### src/rtl/s2p_align_rx_pkg.sv
// Shared constants and state type for the serial-to-parallel lane aligner.
// The p2s idle-insert path draws its idle symbol from here as well.
package s2p_align_rx_pkg;

  localparam int          LANES   = 4;
  localparam logic [7:0]  COM_SYM = 8'hBC;

  typedef enum logic [1:0] {
    S_SEARCH  = 2'd0,
    S_CONFIRM = 2'd1,
    S_LOCKED  = 2'd2
  } lane_state_t;

endpackage

### src/rtl/s2p_align_rx_if.sv
// Serial lane input and aligned byte output bundle for s2p_align_rx.
// The slave side is the aligner and the master side is whoever drives the lanes.
interface s2p_align_rx_if;
  import s2p_align_rx_pkg::*;

  logic             IN_ENB_s2p;
  logic [LANES-1:0] IN_LANE_s2p;
  logic [7:0]       OUT_LANE3_s2p;
  logic [7:0]       OUT_LANE2_s2p;
  logic [7:0]       OUT_LANE1_s2p;
  logic [7:0]       OUT_LANE0_s2p;
  logic [LANES-1:0] OUT_VALID_s2p;
  logic [LANES-1:0] OUT_LOCK_s2p;
  logic             OUT_ALL_LOCK;

  modport master (
    output IN_ENB_s2p, IN_LANE_s2p,
    input  OUT_LANE3_s2p, OUT_LANE2_s2p, OUT_LANE1_s2p, OUT_LANE0_s2p,
    input  OUT_VALID_s2p, OUT_LOCK_s2p, OUT_ALL_LOCK
  );

  modport slave (
    input  IN_ENB_s2p, IN_LANE_s2p,
    output OUT_LANE3_s2p, OUT_LANE2_s2p, OUT_LANE1_s2p, OUT_LANE0_s2p,
    output OUT_VALID_s2p, OUT_LOCK_s2p, OUT_ALL_LOCK
  );

endinterface

### src/rtl/s2p_align_rx_lane_align.sv
// One-lane byte aligner: finds the COM boundary in the bit stream, confirms it
// over consecutive COM bytes, then delivers every following byte in parallel.
module s2p_lane_align
  import s2p_align_rx_pkg::*;
#(
  parameter logic [7:0] COM      = COM_SYM,
  parameter int         LOCK_CNT = 2
) (
  input  logic       clk,
  input  logic       rst_n,
  input  logic       enb,
  input  logic       serial_bit,
  output logic [7:0] byte_out,
  output logic       byte_valid,
  output logic       lane_lock,
  output logic       lock_next
);

  localparam logic [2:0] LOCK_TARGET = 3'(LOCK_CNT);

  lane_state_t state;
  logic [7:0]  sr;
  logic [7:0]  byte_next;
  logic [2:0]  bc;
  logic [2:0]  cc;
  logic        com_seen;
  logic        boundary;

  assign byte_next = {sr[6:0], serial_bit};
  assign com_seen  = (byte_next == COM);
  assign boundary  = (bc == 3'd7);

  // Exported so the top can register the all-lanes lock on the same edge as the lanes.
  assign lock_next = enb &&
                     ((state == S_LOCKED) ||
                      (state == S_SEARCH  && com_seen && LOCK_CNT == 1) ||
                      (state == S_CONFIRM && boundary && com_seen && (cc + 3'd1) == LOCK_TARGET));

  always_ff @(posedge clk or negedge rst_n) begin
    if (!rst_n) begin
      state      <= S_SEARCH;
      sr         <= 8'h00;
      bc         <= 3'd0;
      cc         <= 3'd0;
      byte_out   <= 8'h00;
      byte_valid <= 1'b0;
      lane_lock  <= 1'b0;
    end else begin
      sr         <= byte_next;
      lane_lock  <= lock_next;
      byte_valid <= 1'b0;
      if (!enb) begin
        state <= S_SEARCH;
        cc    <= 3'd0;
        bc    <= 3'd0;
      end else begin
        case (state)
          S_SEARCH: begin
            if (com_seen) begin
              bc    <= 3'd0;
              cc    <= 3'd1;
              state <= (LOCK_CNT == 1) ? S_LOCKED : S_CONFIRM;
            end
          end
          S_CONFIRM: begin
            bc <= bc + 3'd1;
            if (boundary) begin
              if (com_seen) begin
                cc <= cc + 3'd1;
                if ((cc + 3'd1) == LOCK_TARGET) state <= S_LOCKED;
              end else begin
                cc    <= 3'd0;
                state <= S_SEARCH;
              end
            end
          end
          S_LOCKED: begin
            bc <= bc + 3'd1;
            // COM bytes still update the held byte; they just never strobe valid.
            if (boundary) begin
              byte_out   <= byte_next;
              byte_valid <= !com_seen;
            end
          end
          default: state <= S_SEARCH;
        endcase
      end
    end
  end

endmodule

### src/rtl/s2p_align_rx.sv
// Four-lane receive aligner: one independent s2p_lane_align per serial lane
// plus the registered all-lanes-locked flag.
module s2p_align_rx
  import s2p_align_rx_pkg::*;
#(
  parameter logic [7:0] COM      = COM_SYM,
  parameter int         LOCK_CNT = 2
) (
  input  logic               IN_CLK_s2p,
  input  logic               IN_RESET_s2p,
  s2p_align_rx_if.slave      bus
);

  logic [7:0]       lane_byte [LANES];
  logic [LANES-1:0] lane_valid;
  logic [LANES-1:0] lane_lock;
  logic [LANES-1:0] lock_next;
  logic             all_lock;

  for (genvar i = 0; i < LANES; i++) begin : g_lane
    s2p_lane_align #(
      .COM      (COM),
      .LOCK_CNT (LOCK_CNT)
    ) u_lane (
      .clk        (IN_CLK_s2p),
      .rst_n      (IN_RESET_s2p),
      .enb        (bus.IN_ENB_s2p),
      .serial_bit (bus.IN_LANE_s2p[i]),
      .byte_out   (lane_byte[i]),
      .byte_valid (lane_valid[i]),
      .lane_lock  (lane_lock[i]),
      .lock_next  (lock_next[i])
    );
  end

  // Built from the lanes' next-lock terms so it rises on the same edge as the last lane.
  always_ff @(posedge IN_CLK_s2p or negedge IN_RESET_s2p) begin
    if (!IN_RESET_s2p) all_lock <= 1'b0;
    else               all_lock <= &lock_next;
  end

  assign bus.OUT_LANE0_s2p = lane_byte[0];
  assign bus.OUT_LANE1_s2p = lane_byte[1];
  assign bus.OUT_LANE2_s2p = lane_byte[2];
  assign bus.OUT_LANE3_s2p = lane_byte[3];
  assign bus.OUT_VALID_s2p = lane_valid;
  assign bus.OUT_LOCK_s2p  = lane_lock;
  assign bus.OUT_ALL_LOCK  = all_lock;

endmodule
### src/flat_wrapper.sv
// flat-port wrapper written by rule: the top's interface ports become plain ports
module s2p_align_rx_flat import s2p_align_rx_pkg::*;
#(
  parameter logic [7:0] COM      = COM_SYM,
  parameter int         LOCK_CNT = 2
)
  (IN_CLK_s2p, IN_RESET_s2p, bus_IN_ENB_s2p, bus_IN_LANE_s2p, bus_OUT_LANE3_s2p, bus_OUT_LANE2_s2p, bus_OUT_LANE1_s2p, bus_OUT_LANE0_s2p, bus_OUT_VALID_s2p, bus_OUT_LOCK_s2p, bus_OUT_ALL_LOCK);
  s2p_align_rx_if bus_i ();
  input  logic IN_CLK_s2p;
  input  logic IN_RESET_s2p;
  input wire logic [$bits(bus_i.IN_ENB_s2p)-1:0] bus_IN_ENB_s2p;
  input wire logic [$bits(bus_i.IN_LANE_s2p)-1:0] bus_IN_LANE_s2p;
  output wire logic [$bits(bus_i.OUT_LANE3_s2p)-1:0] bus_OUT_LANE3_s2p;
  output wire logic [$bits(bus_i.OUT_LANE2_s2p)-1:0] bus_OUT_LANE2_s2p;
  output wire logic [$bits(bus_i.OUT_LANE1_s2p)-1:0] bus_OUT_LANE1_s2p;
  output wire logic [$bits(bus_i.OUT_LANE0_s2p)-1:0] bus_OUT_LANE0_s2p;
  output wire logic [$bits(bus_i.OUT_VALID_s2p)-1:0] bus_OUT_VALID_s2p;
  output wire logic [$bits(bus_i.OUT_LOCK_s2p)-1:0] bus_OUT_LOCK_s2p;
  output wire logic [$bits(bus_i.OUT_ALL_LOCK)-1:0] bus_OUT_ALL_LOCK;
  assign bus_i.IN_ENB_s2p = bus_IN_ENB_s2p;
  assign bus_i.IN_LANE_s2p = bus_IN_LANE_s2p;
  assign bus_OUT_LANE3_s2p = bus_i.OUT_LANE3_s2p;
  assign bus_OUT_LANE2_s2p = bus_i.OUT_LANE2_s2p;
  assign bus_OUT_LANE1_s2p = bus_i.OUT_LANE1_s2p;
  assign bus_OUT_LANE0_s2p = bus_i.OUT_LANE0_s2p;
  assign bus_OUT_VALID_s2p = bus_i.OUT_VALID_s2p;
  assign bus_OUT_LOCK_s2p = bus_i.OUT_LOCK_s2p;
  assign bus_OUT_ALL_LOCK = bus_i.OUT_ALL_LOCK;
  s2p_align_rx #(.COM(COM), .LOCK_CNT(LOCK_CNT)) u_core (.IN_CLK_s2p(IN_CLK_s2p), .IN_RESET_s2p(IN_RESET_s2p), .bus(bus_i));
endmodule
### config.mk
export PLATFORM = sky130hd
export DESIGN_NAME = s2p_align_rx_flat
export DESIGN_NICKNAME = d
export VERILOG_FILES = /design/src/rtl/s2p_align_rx_pkg.sv /design/src/rtl/s2p_align_rx_if.sv /design/src/rtl/s2p_align_rx_lane_align.sv /design/src/rtl/s2p_align_rx.sv /design/src/flat_wrapper.sv
export SDC_FILE = /design/constraint.sdc
export NUM_CORES = 1
export LEC_CHECK = 0
export ABC_AREA = 1
export CORE_ASPECT_RATIO = 0.9
export CORE_MARGIN = 2
export CORE_UTILIZATION = 50
export DETAILED_ROUTE_END_ITERATION = 12
export PLACE_DENSITY_LB_ADDON = 0.15
export SETUP_SLACK_MARGIN = 0.5
export SYNTH_ARGS = -nofsm -noshare
export SYNTH_HDL_FRONTEND = slang
export SYNTH_HIERARCHICAL = 1
export SYNTH_SLANG_ARGS = --single-unit
### constraint.sdc
create_clock -name IN_CLK_s2p -period 2.3 [get_ports IN_CLK_s2p]
set_clock_uncertainty 0.15 [all_clocks]
set_input_delay 0.23 -clock IN_CLK_s2p [delete_from_list [all_inputs] [get_ports IN_CLK_s2p]]
set_output_delay 0.23 -clock IN_CLK_s2p [all_outputs]
set_load 0.01 [all_outputs]
# == Yosys cells after proc, flatten, opt, wreduce, memory -nomap -nowiden ==
# Cells that the tools add are included.
# op_classes
add_sub_neg,8
muxes,68
n_eq_ne,44
reduce_logical,49
# op_table
cell,count
two-way mux 3 bit,24
one-hot mux 3 bit (2 select lines),8
two-way mux 2 bit,20
equality test 8 bit (second input constant),4
adder 3 x 1 -> 3 bit (second input constant),8
!= test 3 bit (second input constant),8
one-hot mux 2 bit (3 select lines),4
AND reduction 3 bit,8
AND reduction 4 bit,5
logical AND 1 bit,16
!= test 4 x 3 -> 1 bit (second input constant),4
equality test 3 x 2 -> 1 bit (second input constant),4
equality test 3 bit (second input constant),4
two-way mux 1 bit,12
!= test 3 x 1 -> 1 bit (second input constant),4
!= test 3 x 2 -> 1 bit (second input constant),4
equality test 2 x 1 -> 1 bit (second input constant),4
equality test 2 bit (second input constant),4
logical NOT 2 bit,4
!= test 2 bit (second input constant),4
AND reduction 2 bit,4
OR reduction 2 bit,4
logical NOT 1 bit,4
logical OR 1 bit,4
# word_totals
reg_bits,101
inputBits,7
output_inout_bits,41

# == Longest topological paths before layout ==
# Gate-level depths: netlist of run 1.
# logic_depth
depth_word,7
depth_mapped,9

# == Cells and area by module ==
# The synthesis of run 1 kept the hierarchy.
# modules_own_cells
module,cells_each,n_inst,area_per_inst_um2
s2p_lane_align at u_core.g_lane[3].u_lane,116,1,1242.4
s2p_lane_align at u_core.g_lane[2].u_lane,117,1,1211.2
s2p_lane_align at u_core.g_lane[0].u_lane,109,1,1164.9
s2p_lane_align at u_core.g_lane[1].u_lane,114,1,1161.1
s2p_align_rx,4,1,36.3

# == Worst setup path after synthesis of run 1 ==
# OpenSTA, ideal clock, no wires.
# synth_timing
kind,register -> register
start,register u_core.g_lane[1].u_lane.bc[0]
end,register u_core.g_lane[1].u_lane.byte_out[2]
setup_ns,0.125
n_path_buf,1
required_time_ns,2.025
arrival_time_ns,1.356
period_less_slack_ns,1.631
slack_ns,0.669
path_stages_with_launch,6
path_cell_list,dfrtp_1 > ha_1 > ha_1 > nand3_4 > buf_6 > mux2_2
# synth_between
elab_chain_cells,2
# synth_rtl
item,line_no,text
start: declaration,s2p_align_rx_lane_align.sv:24,logic [2:0] bc;
start signal: assignment,s2p_align_rx_lane_align.sv:66,bc <= bc + 3'd1;
start signal: assignment,s2p_align_rx_lane_align.sv:78,bc <= bc + 3'd1;
equality test 3 bit,s2p_align_rx_lane_align.sv:31,assign boundary = (bc == 3'd7);
AND reduction 3 bit (no source line),-,
end signal: assignment,s2p_align_rx_lane_align.sv:81,byte_out <= byte_next;
end: declaration,s2p_align_rx_lane_align.sv:13,"output logic [7:0] byte_out,"
# Every way passes these cells.
# A chain may end at the register's enable or synchronous reset.

# == Worst setup path after layout of run 1 ==
# layout_timing
start,register u_core.g_lane[0].u_lane.bc[0]
end,register u_core.g_lane[0].u_lane.byte_out[2]
# layout_between
elab_chain_cells,2
# layout_rtl
item,line_no
start: declaration,s2p_align_rx_lane_align.sv:24
start signal: assignment,s2p_align_rx_lane_align.sv:66
start signal: assignment,s2p_align_rx_lane_align.sv:78
equality test 3 bit,s2p_align_rx_lane_align.sv:31
AND reduction 3 bit (no source line),-
end signal: assignment,s2p_align_rx_lane_align.sv:81
end: declaration,s2p_align_rx_lane_align.sv:13
# Every way passes these cells.

==> run metrics, run 1 <==
outcome completed; ranking of synthesized cells by area dfrtp_1, nand2_1, ha_1; clk buf depth 2; Worst-Skew Late Latency 360 ps; Layout area overhead 16.58%; Hold Fails Final Rpt 0; Initial DRC Count 94; H-Tree Depth 3; min Tclk post-route 1739 ps; via count 3,107; Synth Register Bits 101; IO Port Bufs 47; DRT Pass-1 Iters 4; global-route wire length before repair 14,460 microns; nets@finish 552; max frequency 0.5750 GHz; actual slew at the worst max-slew pin 519.2 ps; required time of the critical path 2400 ps; setup TNS 0 ps; P_int 2.777 mW; Comb pwr share 21.6%; syn_nets 499; max-cap violations 0; critical path class reg -> reg; fill count 780; LEAKAGE 2.852 nW; Non-Filler Instances 640; # DRC 0; vias per cell 4.855; clock share of power 28.5%; vias in the first global route 3,174; CTS Root Cell clkbuf_8; Routed Antenna Nets 0; CTS tree done; DP HPWL 5650 microns; Critical Path Sink Type flip-flop; critical path arrival 1840 ps; Placed Cells 623; Synth Area per Inst 10.47 sq um; routability cong. 0.7585; GRT Resource Usage Total 17.08%; CORE AREA 0.009249 sq mm; Seq pwr share 49.8%; WL final 7958 microns; final period utilization 75.61%; PwrDens 722.6 mW/mm^2; register area share after synthesis 52.48%; post-synth top area share 52.48%; Worst-path clk slew 100 ps; FF-to-FF Start u_core/g_lane[0].u_lane/bc[0]$_DFFE_PN0P_; IO Pins 48; worst slew margin relative to its limit 65.39%; area leader, netlist dfrtp_1; Die Y 97.11 microns; die area 0.01043 sq mm; critical path startpoint u_core/g_lane[0].u_lane/bc[0]$_DFFE_PN0P_; pin count of the biggest net entering global routing 102; min setup slack post-route 560.9 ps; hold_sp bus_IN_LANE_s2p[1]; Cells after Synth 460; Rows 33; crit-path max FO 12; sw power 1.280 mW; CP startpoint kind flip-flop; clk sink count 101; worst hold path type in -> reg; CTS buffer count 9; share of layout cells above drive strength 1 18.73%; maximum vdd drop 0.0003558 V; mapped cell area 0.004816 sq mm; remaining global-route overflow 0; Post-CTS Setup Repair Bufs 0; RSZ-0062 raised after global routing true; worst slack at placement 394.7 ps; Sw Ratio 31.56%; Final Max Tran Viols 0; Die X 107.5 microns; Starting Density 52.07%; antenna violations before repair 0; yosys warns 6; final setup fails 0; Wirelength per Cell 12.43 microns; Yosys cell types 29; # diodes 0
power by group through the flow:
stage	Sequential, mW	Clock [mW]	Combinational (mW)
2_1_floorplan	2.03	0	0.693
3_3_place_gp	2.05	0	0.852
3_5_place_dp	2.06	0	0.872
4_1_cts	2.02	1.20	0.881
5_1_grt	2.05	1.27	1.03
6_report	2.02	1.16	0.877
worst max-delay path: stages (launching register included):
cell,delay (ps)
dfrtp_1,410
ha_1,210
ha_1,240
nand3_2,240
mux2_2,370
cell usage in the layout (no fill, tap or decap), types with 10 or more instances in the layout:
cell type          n
nand3_1           20
clkbuf_8          10
nand2_2           16
ha_1              30
mux2_2            11
inv_1             34
nor2_1            14
nand2_1          126
dfrtp_1          101
clkdlybuf4s50_1   46
o21ai_0           18
synth_stat cells, drive strengths merged:
master and instances:
nand2 146, dfrtp 101, inv 43, ha 32
o21ai 29, nor2 26, nand3 24, mux2 20
a21oi 11, buf 8, nand3b 7, nand4 4
xnor2 4, or3 3, a2bb2oi 1, o31ai 1
flip-flops by register name (all words and copies together), names as in the netlist:
| register | count |
|---|---|
| u_core/g_lane.u_lane/state | 8 |
| u_core/g_lane.u_lane/byte_valid | 4 |
| u_core/g_lane.u_lane/byte_out | 32 |
| u_core/g_lane.u_lane/cc | 12 |
| u_core/g_lane.u_lane/lane_lock | 4 |
| u_core/g_lane.u_lane/sr | 28 |
| u_core/bus.OUT_ALL_LOCK | 1 |
| u_core/g_lane.u_lane/bc | 12 |
area by class of cell:
type                            count  area, sq um  share of cell area, %
Timing Repair Buffer               50        518.0                  9.227
Sequential cell                   101         2527                  45.02
Tap cell                          122        152.6                  2.719
Multi-Input combinational cell    308         2048                  36.48
Clock inverter                      6        68.82                  1.226
Clock buffer                       10        137.6                  2.452
Inverter                           43        161.4                  2.875
stage by stage:
| stage | power (mW) | util [%] | hold slack [ps] | instance area, sq um |
|---|---|---|---|---|
| floorplan | 2.721 | - | -215.6 | 4816 |
| global placement | 2.902 | 58.24 | 184.9 | 5386 |
| finish | 4.057 | 60.70 | 180.2 | 5614 |
| detailed placement | 2.932 | 58.24 | 184.2 | 5386 |
| global route | 4.346 | 60.70 | 182.4 | 5614 |
| CTS | 4.109 | 60.58 | 160.7 | 5603 |
what timing repair did:
| item | in CTS | in global routing |
|---|---|---|
| setup endpoints to repair | 0 | 9 |
| resized for setup | 0 | 3 |
| endpoints found under the hold margin | 101 | 0 |
| hold buffers | 1 | 0 |
cells by family after synthesis:
group | after synthesis | synth area share, %
flip-flops | 101 | 52.48
XOR/XNOR | 4 | 0.7274
adder cells (fa/ha/maj) | 32 | 8.314
AO/OA/AOI/OAI | 42 | 5.768
AND/OR/NAND/NOR | 210 | 22.11
multiplexers | 20 | 5.378
buffers and inverters | 51 | 5.222
metal layers:
metal | global-route usage [%] | part of all wire, %
met5 | 0 | 0
met4 | 5.720 | 1.2
met3 | 3.488 | 3.9
met2 | 26.73 | 46
met1 | 23.91 | 48
path summary, 6_finish.rpt:
path	endpoint	slack, ps	cells after the start
min in group asynchronous	u_core/g_lane[1].u_lane/sr[6]$_DFF_PN0_	290	3
max in group asynchronous	u_core/g_lane[2].u_lane/cc[1]$_DFFE_PN0P_	1300	3
hold / removal	u_core/g_lane[1].u_lane/sr[0]$_DFF_PN0_	180	1
setup reg to reg	u_core/g_lane[0].u_lane/byte_out[2]$_DFFE_PN0P_	560	4
hold reg to reg	u_core/g_lane[0].u_lane/sr[6]$_DFF_PN0_	230	0
setup / recovery	u_core/g_lane[0].u_lane/byte_out[2]$_DFFE_PN0P_	560	4
(Power assumes the default switching activity.)
==> run 2: changes to the inputs <==
clock period = 1.8 ns   (was 2.3 ns; I/O delays follow)
==> run 2 against run 1 <==
Effect of this change:
- final area rose by 15%
- worst hold slack worse by 54 ps
- flip-flop and latch count unchanged
- wire length is 19% higher
- register-to-register slack worse by 290 ps
- sequential power is 28% higher
- clock power grew 18%
- fmax is 14% higher
- sequential share of layout area is 6.0 points lower
- critical path depth is 2 higher
- cell count increased by 11%
- non-clock buffer count rose by 71
- critical endpoint is now u_core/g_lane[2].u_lane/bc[2]$_DFFE_PN0P_
- highest routed layer unchanged
==> run metrics, run 2 (synthesis gave the netlist of run 1 again) <==
crit-path max FO 4 (-8); setup TNS 0 ps (unchanged); die area 0.01043 sq mm (unchanged); GRT Resource Usage Total 19.08% (+2.0 points); pin count of the biggest net entering global routing 37 (-64%); Final Max Tran Viols 0 (unchanged); PwrDens 873.0 mW/mm^2 (+21%); Starting Density 52.07% (unchanged); CTS tree done; remaining global-route overflow 0 (unchanged); Hold Fails Final Rpt 0 (unchanged); critical path class reg -> reg; CP Cell Sequence inv_4 > ha_4 > or3_1 > nand2_2 > nand2_1 > o21ai_1; worst slew margin relative to its limit 69.09% (+3.7 points); vias in the first global route 3,444 (+8.5%); RSZ-0062 raised after global routing true; clk buf depth 2 (unchanged); Worst-Skew Late Latency 360 ps (about the same); DRT Pass-1 Iters 4 (unchanged); critical path arrival 1660 ps (-180 ps); final setup fails 0 (unchanged); via count 3,464 (+11%); final period utilization 84.69% (+9.1 points); H-Tree Depth 3 (unchanged); max-cap violations 0 (unchanged); Die Y 97.11 microns (unchanged); CORE AREA 0.009249 sq mm (unchanged); number of flip-flops in the largest register 32 (unchanged); Initial DRC Count 77 (-18%); Routed Antenna Nets 0 (unchanged); CP startpoint kind flip-flop; share of layout cells above drive strength 1 50.51% (+32 points); Largest Register u_core/g_lane.u_lane/byte_out; IO Port Bufs 47 (unchanged); nets@finish 623 (+13%); Die X 107.5 microns (unchanged); antenna violations before repair 0 (unchanged); Worst-path clk slew 100 ps (about the same); maximum vdd drop 0.0004894 V (+38%); Rows 33 (unchanged); outcome completed; Layout area overhead 34.58%; final instance area 0.006481 sq mm (+15%); routability cong. 0.7934 (+4.6%); CTS buffer count 9 (unchanged); biggest regs u_core/g_lane.u_lane/byte_out: 32 flops, u_core/g_lane.u_lane/sr: 28 flops; hold path depth 1 (unchanged); slowest stage cell, crit path dfrtp_2; clk sink count 101 (unchanged); Wirelength per Cell 13.32 microns (+7.1%); commonest non-fill, non-tap cell in the layout dfrtp_1; max frequency 0.6560 GHz (+14%); DP HPWL 6160 microns (+9.0%); # DRC 0 (unchanged); most frequent cells in the layout dfrtp_1, nand2_1, buf_4, nand2_2, buf_2; actual slew at the worst max-slew pin 463.7 ps (-55.50 ps); hold_ws 126.5 ps (-53.70 ps); WL final 9457 microns (+19%); FF-to-FF path depth 6 (+2); CTS Root Cell clkbuf_8; LEAKAGE 3.373 nW (+18%); # diodes 0 (unchanged); vias per cell 4.879 (+0.50%); fill count 685 (-12%); CP max stage delay 460 ps (+50 ps); required time of the critical path 1930 ps (-470 ps); worst hold path type in -> reg; dpl cell area 0.005717 sq mm (+6.1%); min Tclk post-route 1524 ps (-214.6 ps); global-route wire length before repair 16,010 microns (+11%); Critical Path Sink Type flip-flop; IO Pins 48 (unchanged)
-- run 2: changes by cell type in the layout (fill, tap and decap cells not counted), moves of 13 or more --
cell	before	now
buf_4	1	58
ha_4	0	18
inv_1	34	21
ha_1	30	8
nand2_2	16	42
nand2_1	126	93
clkdlybuf4s50_1	46	4
o21ai_0	18	3
buf_2	0	41
buf_6	0	14
-- run 2: where the power goes --
group / leakage (nW) / switching [mW] / internal (mW)
clock: 0.0873 / 0.813 / 0.554
sequential: 1.33 / 0.142 / 2.44
combinational: 1.96 / 0.943 / 0.771
total: 3.37 / 1.90 / 3.76
-- run 2: routing by layer --
metal	routed length [microns]	vias up	global-route usage, %
met2	4694	59	31.69
li1	-	1729	-
met3	306	15	3.890
met1	4300	1661	25.82
met5	0	-	0
met4	156	0	4.536
-- run 2: repair_timing --
action,4_1_cts,5_1_grt
pin swaps,26,28
endpoints found under the hold margin,40,0
setup buffers,46,22
setup endpoints to repair,114,75
hold buffers,1,0
resized for setup,193,61
-- run 2: worst paths after layout --
check	from	endpoint	slack [ps]
max	u_core/g_lane[2].u_lane/state[1]$_DFFE_PN0P_	u_core/g_lane[2].u_lane/bc[2]$_DFFE_PN0P_	280
min in group asynchronous	IN_RESET_s2p	u_core/g_lane[1].u_lane/byte_valid$_DFF_PN0_	140
max in group asynchronous	IN_RESET_s2p	u_core/g_lane[2].u_lane/lane_lock$_DFF_PN0_	670
min	bus_IN_LANE_s2p[2]	u_core/g_lane[2].u_lane/sr[0]$_DFF_PN0_	130
max reg2reg	u_core/g_lane[2].u_lane/state[1]$_DFFE_PN0P_	u_core/g_lane[2].u_lane/bc[2]$_DFFE_PN0P_	280
min reg2reg	u_core/g_lane[1].u_lane/sr[5]$_DFF_PN0_	u_core/g_lane[1].u_lane/sr[6]$_DFF_PN0_	230
-- run 2: final cells by class --
class	instances	area [sq um]	share of cell area, %
Clock buffer	10	137.6	2.124
Clock inverter	5	43.79	0.6757
Inverter	43	171.4	2.645
Multi-Input combinational cell	308	2552	39.38
Sequential cell	101	2530	39.03
Tap cell	122	152.6	2.355
Timing Repair Buffer	121	893.4	13.78
-- run 2: worst max-delay path: cells and delay by family, from the launching register on --
family,cells,cell delay [ps]
AO/OA/AOI/OAI,1,80
flip-flops,1,460
adder cells (fa/ha/maj),1,200
AND/OR/NAND/NOR,3,480
buffers and inverters,1,90
-- run 2: stage by stage --
step	power, mW	instances	util [%]	setup WS [ps]
6_report	5.658	710	70.08	275.5
5_1_grt	6.053	710	70.08	162.3
4_1_cts	5.609	688	66.44	256.2
3_5_place_dp	4.008	626	61.81	101.5
3_3_place_gp	3.954	626	61.81	130.0
2_1_floorplan	3.692	460	-	284.4
==> run 3: changes to the inputs <==
clock period = 1.35 ns   (was 1.8 ns; I/O delays follow)
==> run 3 against run 2 <==
Effect of this change:
- the flow now finishes with violations (negative setup slack)
- register-to-register slack got worse by 550 ps
- flip-flop and latch count unchanged
- worst hold slack got worse by 100 ps
- wire length increased by 17%
- power increased by 40%
- via count increased by 9.0%
- worst setup slack got worse by 550 ps
- highest routed layer unchanged
- clock power increased by 30%
- global-route usage increased by 1.7 points
- first-iteration DRC count increased by 39%
- final area increased by 11%
- sequential power increased by 33%
==> run metrics, run 3 (synthesis gave the netlist of run 1 again) <==
Die X 107.5 microns (unchanged); Layout area overhead 49.34%; DRT Pass-1 Iters 4 (unchanged); Critical Path Sink Type flip-flop; IO Port Bufs 47 (unchanged); Starting Density 52.07% (unchanged); CP startpoint kind flip-flop; die area 0.01043 sq mm (unchanged); max frequency 0.6173 GHz (-5.9%); max-cap violations 0 (unchanged); WL final 11,020 microns (+17%); remaining global-route overflow 0 (unchanged); CTS Root Cell clkbuf_8; outcome complete, but fails checks; CORE AREA 0.009249 sq mm (unchanged); via count 3,775 (+9.0%); H-Tree Depth 3 (unchanged); vias in the first global route 3,810 (+11%); routability cong. 0.8167 (+2.9%); number of flip-flops in the largest register 32 (unchanged); worst slack at placement -333.1 ps (-434.6 ps); worst slew margin relative to its limit 84.11% (+15 points); antenna violations before repair 0 (unchanged); Largest Register u_core/g_lane.u_lane/byte_out; most frequent cells in the layout buf_4, dfrtp_1, nand2_1, nand2_2, buf_2; failing checks negative setup slack; actual slew at the worst max-slew pin 238.3 ps (-225.4 ps); biggest regs u_core/g_lane.u_lane/byte_out: 32 flops, u_core/g_lane.u_lane/sr: 28 flops; Wirelength per Cell 14.18 microns (+6.5%); Initial DRC Count 107 (+39%); maximum vdd drop 0.0009674 V (+98%); worst hold path type in -> async; clk buf depth 2 (unchanged); min Tclk post-route 1620 ps (+95.54 ps); final setup fails 71 (+71); Pwr Total 7.913 mW (+40%); final period utilization 120.0% (+35 points); setup TNS -10,750 ps (-10,750 ps); share of layout cells above drive strength 1 58.78% (+8.3 points); crit-path max FO 8 (+4); CTS tree done; pin count of the biggest net entering global routing 29 (-22%); # diodes 0 (unchanged); dpl cell area 0.006396 sq mm (+12%); critical path arrival 1730 ps (+70 ps); Final Max Tran Viols 0 (unchanged); Worst-path clk slew 90 ps (about the same); R2R Setup Slk -270 ps (-550 ps); nets@finish 689 (+11%); PwrDens 1100 mW/mm^2 (+26%); IO Pins 48 (unchanged); Rows 33 (unchanged); Worst-Skew Late Latency 380 ps (+20 ps); CTS buffer count 9 (unchanged); # DRC 0 (unchanged); LEAKAGE 3.780 nW (+12%); GRT Resource Usage Total 20.73% (+1.7 points); DP HPWL 7191 microns (+17%); final core occ 77.76% (+7.7 points); final instance area 0.007192 sq mm (+11%); vias per cell 4.858 (-0.42%); commonest non-fill, non-tap cell in the layout buf_4; Placed Cells 707 (+13%); Routed Antenna Nets 0 (unchanged); required time of the critical path 1460 ps (-470 ps); Hold Fails Final Rpt 0 (unchanged); global-route wire length before repair 17,410 microns (+8.7%); min setup slack post-route -270.0 ps (-545.5 ps); RSZ-0062 raised after global routing true; fill count 596 (-13%); Die Y 97.11 microns (unchanged); critical path class reg -> reg; clk sink count 101 (unchanged); Non-Filler Instances 777 (+9.4%); hold_ws 23.77 ps (-102.7 ps)
[run 3: cell types whose count changed in the layout (fill, tap and decap cells not counted), sizes merged]
cell      change
clkinv        +3
inv           -3
clkbuf        +1
buf          +67
clkinvlp      -1
[run 3: final cells by class]
cell class	count	area (sq um)	share of cell area, %
multi-input combinational	308	2689	37.39
sequential	101	2527	35.14
timing repair buffer	187	1481	20.60
inverter	43	163.9	2.279
clock buffer	12	155.1	2.157
tap	122	152.6	2.122
clock inverter	4	22.52	0.3132
[run 3: worst max-delay path, stage by stage (launching register included)]
cell and delay, ps:
dfrtp_1 400, ha_2 200, ha_4 170, buf_6 110, nand3_4 140, mux2_4 320
[run 3: what timing repair did]
item | 4_1_cts | 5_1_grt
buffers inserted | 28 | 25
hold endpoints to repair | 101 | 0
hold buffers | 1 | 0
gates resized for setup | 207 | 72
pin swaps | 34 | 41
endpoints found under the setup margin | 114 | 141
[run 3: report_power, final]
| group | internal, mW | switching [mW] |
|---|---|---|
| combinational | 1.26 | 1.45 |
| sequential | 3.25 | 0.169 |
| clock | 0.763 | 1.02 |
[run 3: path summary, 6_finish.rpt]
path / startpoint / endpoint / cells past startpoint
max: u_core/g_lane[3].u_lane/bc[1]$_DFFE_PN0P_ / u_core/g_lane[3].u_lane/byte_out[5]$_DFFE_PN0P_ / 5
min: IN_RESET_s2p / u_core/g_lane[0].u_lane/sr[0]$_DFF_PN0_ / 2
max reg2reg: u_core/g_lane[3].u_lane/bc[1]$_DFFE_PN0P_ / u_core/g_lane[3].u_lane/byte_out[5]$_DFFE_PN0P_ / 5
min reg2reg: u_core/g_lane[1].u_lane/sr[5]$_DFF_PN0_ / u_core/g_lane[1].u_lane/sr[6]$_DFF_PN0_ / 0
max in group asynchronous: IN_RESET_s2p / u_core/g_lane[2].u_lane/byte_out[4]$_DFFE_PN0P_ / 3
min in group IN_CLK_s2p: bus_IN_LANE_s2p[0] / u_core/g_lane[0].u_lane/sr[0]$_DFF_PN0_ / 1
[run 3: metal layers]
metal	share of wire, %	vias to the layer above	wire [microns]	GRT usage [%]
met3	3.8	15	418	4.695
met1	43	1842	4688	26.60
met2	52	55	5736	35.20
met5	0	-	0	0
met4	1.6	0	175	6.016
li1	-	1863	-	-
